==> src/rtl/vote_tally_scan.sv <==
// Four-candidate vote counter with button lockout and a 3-cycle winner scan
// that shares one external 4-bit magnitude comparator.
module vote_tally_scan #(
  parameter int NUM_CAND = 4,
  parameter int CNT_W    = 4
) (
  input  logic             clk,
  input  logic             rst_n,
  input  logic             poll_open,
  input  logic             close_poll,
  input  logic [3:0]       cand_sel,
  input  logic             result_ack,
  input  logic [1:0]       rd_sel,
  input  logic             cmp_gt,
  input  logic             cmp_eq,
  output logic [CNT_W-1:0] cmp_a,
  output logic [CNT_W-1:0] cmp_b,
  output logic [CNT_W-1:0] rd_count,
  output logic             vote_ok,
  output logic             vote_bad,
  output logic             busy,
  output logic             result_valid,
  output logic [1:0]       winner_id,
  output logic [CNT_W-1:0] winner_cnt,
  output logic             tie,
  output logic             sat
);

  // state   | meaning
  // IDLE    | no poll running, waiting for poll_open
  // VOTING  | accepting a single button press
  // LOCKOUT | vote taken or rejected, waiting for all buttons released
  // SCAN    | walking tallies 1..3 through the external comparator
  // DONE    | result presented until result_ack
  typedef enum logic [2:0] {
    S_IDLE, S_VOTING, S_LOCKOUT, S_SCAN, S_DONE
  } state_t;

  localparam logic [CNT_W-1:0] CNT_MAX = {CNT_W{1'b1}};

  state_t           state, state_nxt;
  logic [CNT_W-1:0] tally [NUM_CAND];
  logic [CNT_W-1:0] best;
  logic [1:0]       best_id;
  logic [1:0]       scan_idx;
  logic             tie_r;
  logic             one_hot, multi;
  logic             clear, vote_take, vote_rej, scan_start;

  assign one_hot = (cand_sel != 4'd0) && ((cand_sel & (cand_sel - 4'd1)) == 4'd0);
  assign multi   = (cand_sel != 4'd0) && !one_hot;

  always_ff @(posedge clk or negedge rst_n) begin
    if (!rst_n) state <= S_IDLE;
    else        state <= state_nxt;
  end

  // close_poll is checked before any button so a simultaneous press is dropped
  always_comb begin
    state_nxt  = state;
    clear      = 1'b0;
    vote_take  = 1'b0;
    vote_rej   = 1'b0;
    scan_start = 1'b0;
    case (state)
      S_IDLE: begin
        if (poll_open) begin
          clear     = 1'b1;
          state_nxt = S_VOTING;
        end
      end
      S_VOTING: begin
        if (close_poll) begin
          scan_start = 1'b1;
          state_nxt  = S_SCAN;
        end else if (one_hot) begin
          vote_take = 1'b1;
          state_nxt = S_LOCKOUT;
        end else if (multi) begin
          vote_rej  = 1'b1;
          state_nxt = S_LOCKOUT;
        end
      end
      S_LOCKOUT: begin
        if (close_poll) begin
          scan_start = 1'b1;
          state_nxt  = S_SCAN;
        end else if (cand_sel == 4'd0) begin
          state_nxt = S_VOTING;
        end
      end
      S_SCAN: begin
        if (scan_idx == 2'd3) state_nxt = S_DONE;
      end
      S_DONE: begin
        if (result_ack) state_nxt = S_IDLE;
      end
      default: state_nxt = S_IDLE;
    endcase
  end

  always_ff @(posedge clk or negedge rst_n) begin
    if (!rst_n) begin
      for (int c = 0; c < NUM_CAND; c++) tally[c] <= '0;
      sat      <= 1'b0;
      best     <= '0;
      best_id  <= '0;
      tie_r    <= 1'b0;
      scan_idx <= '0;
      vote_ok  <= 1'b0;
      vote_bad <= 1'b0;
    end else begin
      vote_ok  <= vote_take;
      vote_bad <= vote_rej;
      if (clear) begin
        for (int c = 0; c < NUM_CAND; c++) tally[c] <= '0;
        sat <= 1'b0;
      end
      if (vote_take) begin
        for (int c = 0; c < NUM_CAND; c++) begin
          if (cand_sel[c]) begin
            if (tally[c] == CNT_MAX) sat <= 1'b1;
            else                     tally[c] <= tally[c] + 1'b1;
          end
        end
      end
      if (scan_start) begin
        best     <= tally[0];
        best_id  <= '0;
        tie_r    <= 1'b0;
        scan_idx <= 2'd1;
      end else if (state == S_SCAN) begin
        // strict greater keeps the lower index on equal tallies
        if (cmp_gt) begin
          best    <= tally[scan_idx];
          best_id <= scan_idx;
          tie_r   <= 1'b0;
        end else if (cmp_eq) begin
          tie_r <= 1'b1;
        end
        scan_idx <= scan_idx + 1'b1;
      end
    end
  end

  assign busy         = (state == S_SCAN);
  assign result_valid = (state == S_DONE);
  assign cmp_a        = busy ? tally[scan_idx] : '0;
  assign cmp_b        = busy ? best : '0;
  assign rd_count     = tally[rd_sel];
  assign winner_id    = result_valid ? best_id : '0;
  assign winner_cnt   = result_valid ? best : '0;
  assign tie          = result_valid ? tie_r : 1'b0;

endmodule

==> config.mk <==
export PLATFORM = sky130hd
export DESIGN_NAME = vote_tally_scan
export DESIGN_NICKNAME = d
export VERILOG_FILES = /design/src/rtl/vote_tally_scan.sv
export SDC_FILE = /design/constraint.sdc
export NUM_CORES = 1
export LEC_CHECK = 0
export CAP_MARGIN = 10
export CORE_ASPECT_RATIO = 0.9
export CORE_MARGIN = 10
export CORE_UTILIZATION = 45
export CTS_CLUSTER_DIAMETER = 60
export DETAILED_ROUTE_END_ITERATION = 12
export MAX_ROUTING_LAYER = met4
export PLACE_DENSITY = 0.79
export SYNTH_ARGS = -nofsm -noshare
export SYNTH_HDL_FRONTEND = slang
export SYNTH_SLANG_ARGS = --single-unit
==> constraint.sdc <==
create_clock -name clk -period 2.16 [get_ports clk]
set_input_delay 0.54 -clock clk [delete_from_list [all_inputs] [get_ports clk]]
set_output_delay 0.54 -clock clk [all_outputs]
set_load 0.01 [all_outputs]
==> results.py <==
metrics = {
    "status": {
        "outcome": "finished with violations",
        "violations": "negative setup slack",
    },
    "worst_setup_path": {
        "crit_path_cell_trace": "buf_6 -> mux4_2 -> and2_4 -> buf_6",
        "worst_ep_required_time_ps": 1620,
        "timing.critical_path.slowest_stage_cell": "sky130_fd_sc_hd__mux4_2",
        "cpPeakStageDelay_ps": 510,
        "critical_path.most_common_cell": "sky130_fd_sc_hd__buf_6",
        "cp_data_arrival_time_ps": 1660,
        "critical_path_peak_fanout": 4,
        "ff2ff_path_depth": 4,
        "worst-setup-path-type": "reg -> out",
        "cp-end-kind": "output port",
        "worstSetupStartpointType": "register",
    },
    "grt": {
        "grt_pass1_wl_mm": 10.6,
        "antenna_found_initial": 0,
        "grt_start_max_net_pins": 32,
        "globalRoute.totalOverflow": 0,
        "grt_usage_pct": 17.1,
        "grt_pass1_vias": 2064,
    },
    "logic_synthesis": {
        "synth_cell_type_count": 39,
        "synthArstFlopShare_pct": 100,
        "netlist_area_mm2": 0.00209,
        "synth_seq_cells": 31,
        "synth_sequential_area_ratio_pct": 37.2,
        "post_synth_edffs": 0,
        "synth_top_flop_cell": "sky130_fd_sc_hd__dfrtp_1",
        "ys_warn_count": 0,
        "postSynthAreaPerCell_um2": 10.2,
        "post_synthesis_cell_count": 205,
        "mappedNetlistNets": 223,
    },
    "clocking": {
        "clock_pin_slew_worst_setup_and_hold_paths_ps": 70,
        "ctsRootBufferMaster": "sky130_fd_sc_hd__clkbuf_8",
        "cts.hold.buffers_added": 0,
        "cts-root-to-sink-buffers": 2,
        "clock_latency_reported_for_the_late_side_of_the_worst_skew_pair_ps": 290,
        "cts_inserted_buffers": 5,
        "cts_num_sinks": 31,
        "cts_tree": "done",
        "cts_htree_levels": 2,
    },
    "final_layout": {
        "layout.area.seq_um2": 777,
        "finalNetCount": 306,
        "area_used_by_multi_input_combinational_logic_mm2": 0.00122,
        "syn_to_final_growth_pct": 44.2,
        "mostFrequentLayoutCells": "sky130_fd_sc_hd__buf_4, sky130_fd_sc_hd__dfrtp_1, sky130_fd_sc_hd__nand3_1",
        "mostFrequentLayoutCell": "sky130_fd_sc_hd__buf_4",
        "n_antenna_cell": 0,
        "final.fill_count": 366,
        "design_area_mm2": 0.00301,
        "final_layout_size_suffix_gt1_share_pct": 33.6,
    },
    "placement": {
        "gp_congestion": 0.913,
        "numPortBuffers": 36,
        "dpl-instance-area_mm2": 0.00284,
        "dpl_worst_slack_ps": -554,
        "detailedPlacementHpwl_mm": 4.74,
    },
    "sta": {
        "relSlewSlack_pct": 65.7,
        "timing.final.crit_share_pct": 102,
        "worst_pin_slew_ps": 509,
        "fin_skew_ps": 7.72,
        "rsz0062_at_grt": "yes",
        "post-route-min-period_ps": 2200,
        "slew_viol_final": 0,
        "report.final.setup_viol": 2,
        "finalHoldWorstSlack_ps": 512,
        "hold_viol": 0,
        "postLayoutSetupSlackWorst_ps": -40.0,
        "max_clock_freq_ghz": 0.455,
    },
    "route": {
        "route.detailed.wl_per_inst_um": 18.3,
        "routed_via_density": 5.74,
        "antenna_left": 0,
        "dr_total_vias": 2014,
        "drc": 0,
        "dr.pass1.iters": 4,
        "routed_wl_mm": 6.42,
        "drt_iter0_markers": 137,
    },
    "worst_hold_path": {
        "worst_hold_path_type": "reg -> reg",
        "worst_hold_path.num_cells": 1,
    },
    "power": {
        "p_leak_nw": 1.49,
        "ir_worst_vdd_mv": 0.393,
        "powerDensity_mw_per_mm2": 782,
    },
    "run": {
        "drv_cap": 0,
    },
    "floorplanning": {
        "fp.dieW_um": 91.8,
        "die_h_um": 84.6,
        "core_region_area_mm2": 0.00446,
        "start_util_pct": 46.8,
        "design.die.area_mm2": 0.00777,
        "ios": 37,
        "row_count": 23,
    },
}
## synth_stat cells (6+ instances only)
cell                        n  share of area, %
sky130_fd_sc_hd__dfrtp_1   31                37
sky130_fd_sc_hd__nand3_1   16               3.8
sky130_fd_sc_hd__mux2i_1   13               6.2
sky130_fd_sc_hd__clkbuf_1  12               2.2
sky130_fd_sc_hd__nand2_1   12               2.2
sky130_fd_sc_hd__inv_1     10               1.8
sky130_fd_sc_hd__and2_1     9               2.7
sky130_fd_sc_hd__mux4_2     8               8.6
sky130_fd_sc_hd__and3_1     7               2.1
sky130_fd_sc_hd__nor3_1     7               1.7
sky130_fd_sc_hd__a21oi_1    6               1.4
sky130_fd_sc_hd__mux2_2     6               3.2
## sequential cells by signal, summed over array words and instances, names as in the netlist
| signal | cells |
|---|---|
| tally | 16 |
| scan_idx | 2 |
| best_id | 2 |
| vote_ok | 1 |
| sat | 1 |
| state | 3 |
| best | 4 |
| tie_r | 1 |
| vote_bad | 1 |
## metal layers
layer / GRT usage (%) / share of wire [%]
met1: 19.0 / 41
met5: - / 0
met3: 4.54 / 6.1
met2: 29.3 / 52
met4: 5.18 / 0.98
## kinds of logic after synthesis
| family | count (synthesis) | synth area share, % |
|---|---|---|
| compound gates | 30 | 10.4 |
| xor+xnor | 2 | 0.839 |
| fa+ha+maj | 6 | 3.48 |
| buf+inv | 25 | 5.28 |
| flops | 31 | 37.2 |
| mux | 27 | 18.1 |
| simple gates | 84 | 24.7 |
## final cells by class
cell class              count  area share, %
multi-input cells         149           40.5
repair buffers             91           26.0
flip-flops and latches     31           25.8
clock buffers               6           2.74
well taps                  62           2.58
inverters                  10           1.25
clock inverters             2           1.16
## what timing repair did
action / in CTS / in global routing
setup buffers: 6 / 0
resized for setup: 49 / 17
pin swaps: 1 / 4
endpoints found under the setup margin: 19 / 9
## worst max-delay path, delay by kind of cell, from the launching register on
kind / cells / cell delay (ps)
AND/OR/NAND/NOR: 1 / 180
flip-flops: 1 / 440
multiplexers: 1 / 510
buffers and inverters: 2 / 230
## report_power, final
group          internal [mW]  leakage (nW)  switching (mW)  total (mW)
Sequential             0.672         0.420          0.0767       0.749
Clock                  0.373        0.0612           0.231       0.604
Combinational          0.511          1.00           0.489        1.00
## path summary, 6_finish.rpt
path	startpoint	to	slack, ps
worst max-delay path	scan_idx[0]	cmp_a[2]	-40
worst min-delay path	sat	sat	510
worst max register to register	state[1]	tally[3]	270
worst min register to register	sat	sat	510
max in group asynchronous	rst_n	scan_idx[0]	1180
min in group asynchronous	rst_n	state[1]	650
## stage by stage
stage,power [mW],utilization [%],std cells,TNS (ps)
after floorplan,1.28,-,205,0
after global placement,1.64,63.7,338,-4520
after detailed placement,1.67,63.7,338,-5300
after CTS,2.34,66.5,352,-115
after global routing,2.48,67.5,351,-225
final,2.35,67.5,351,-68.7
No activity file was read; power rests on OpenSTA's default activity.
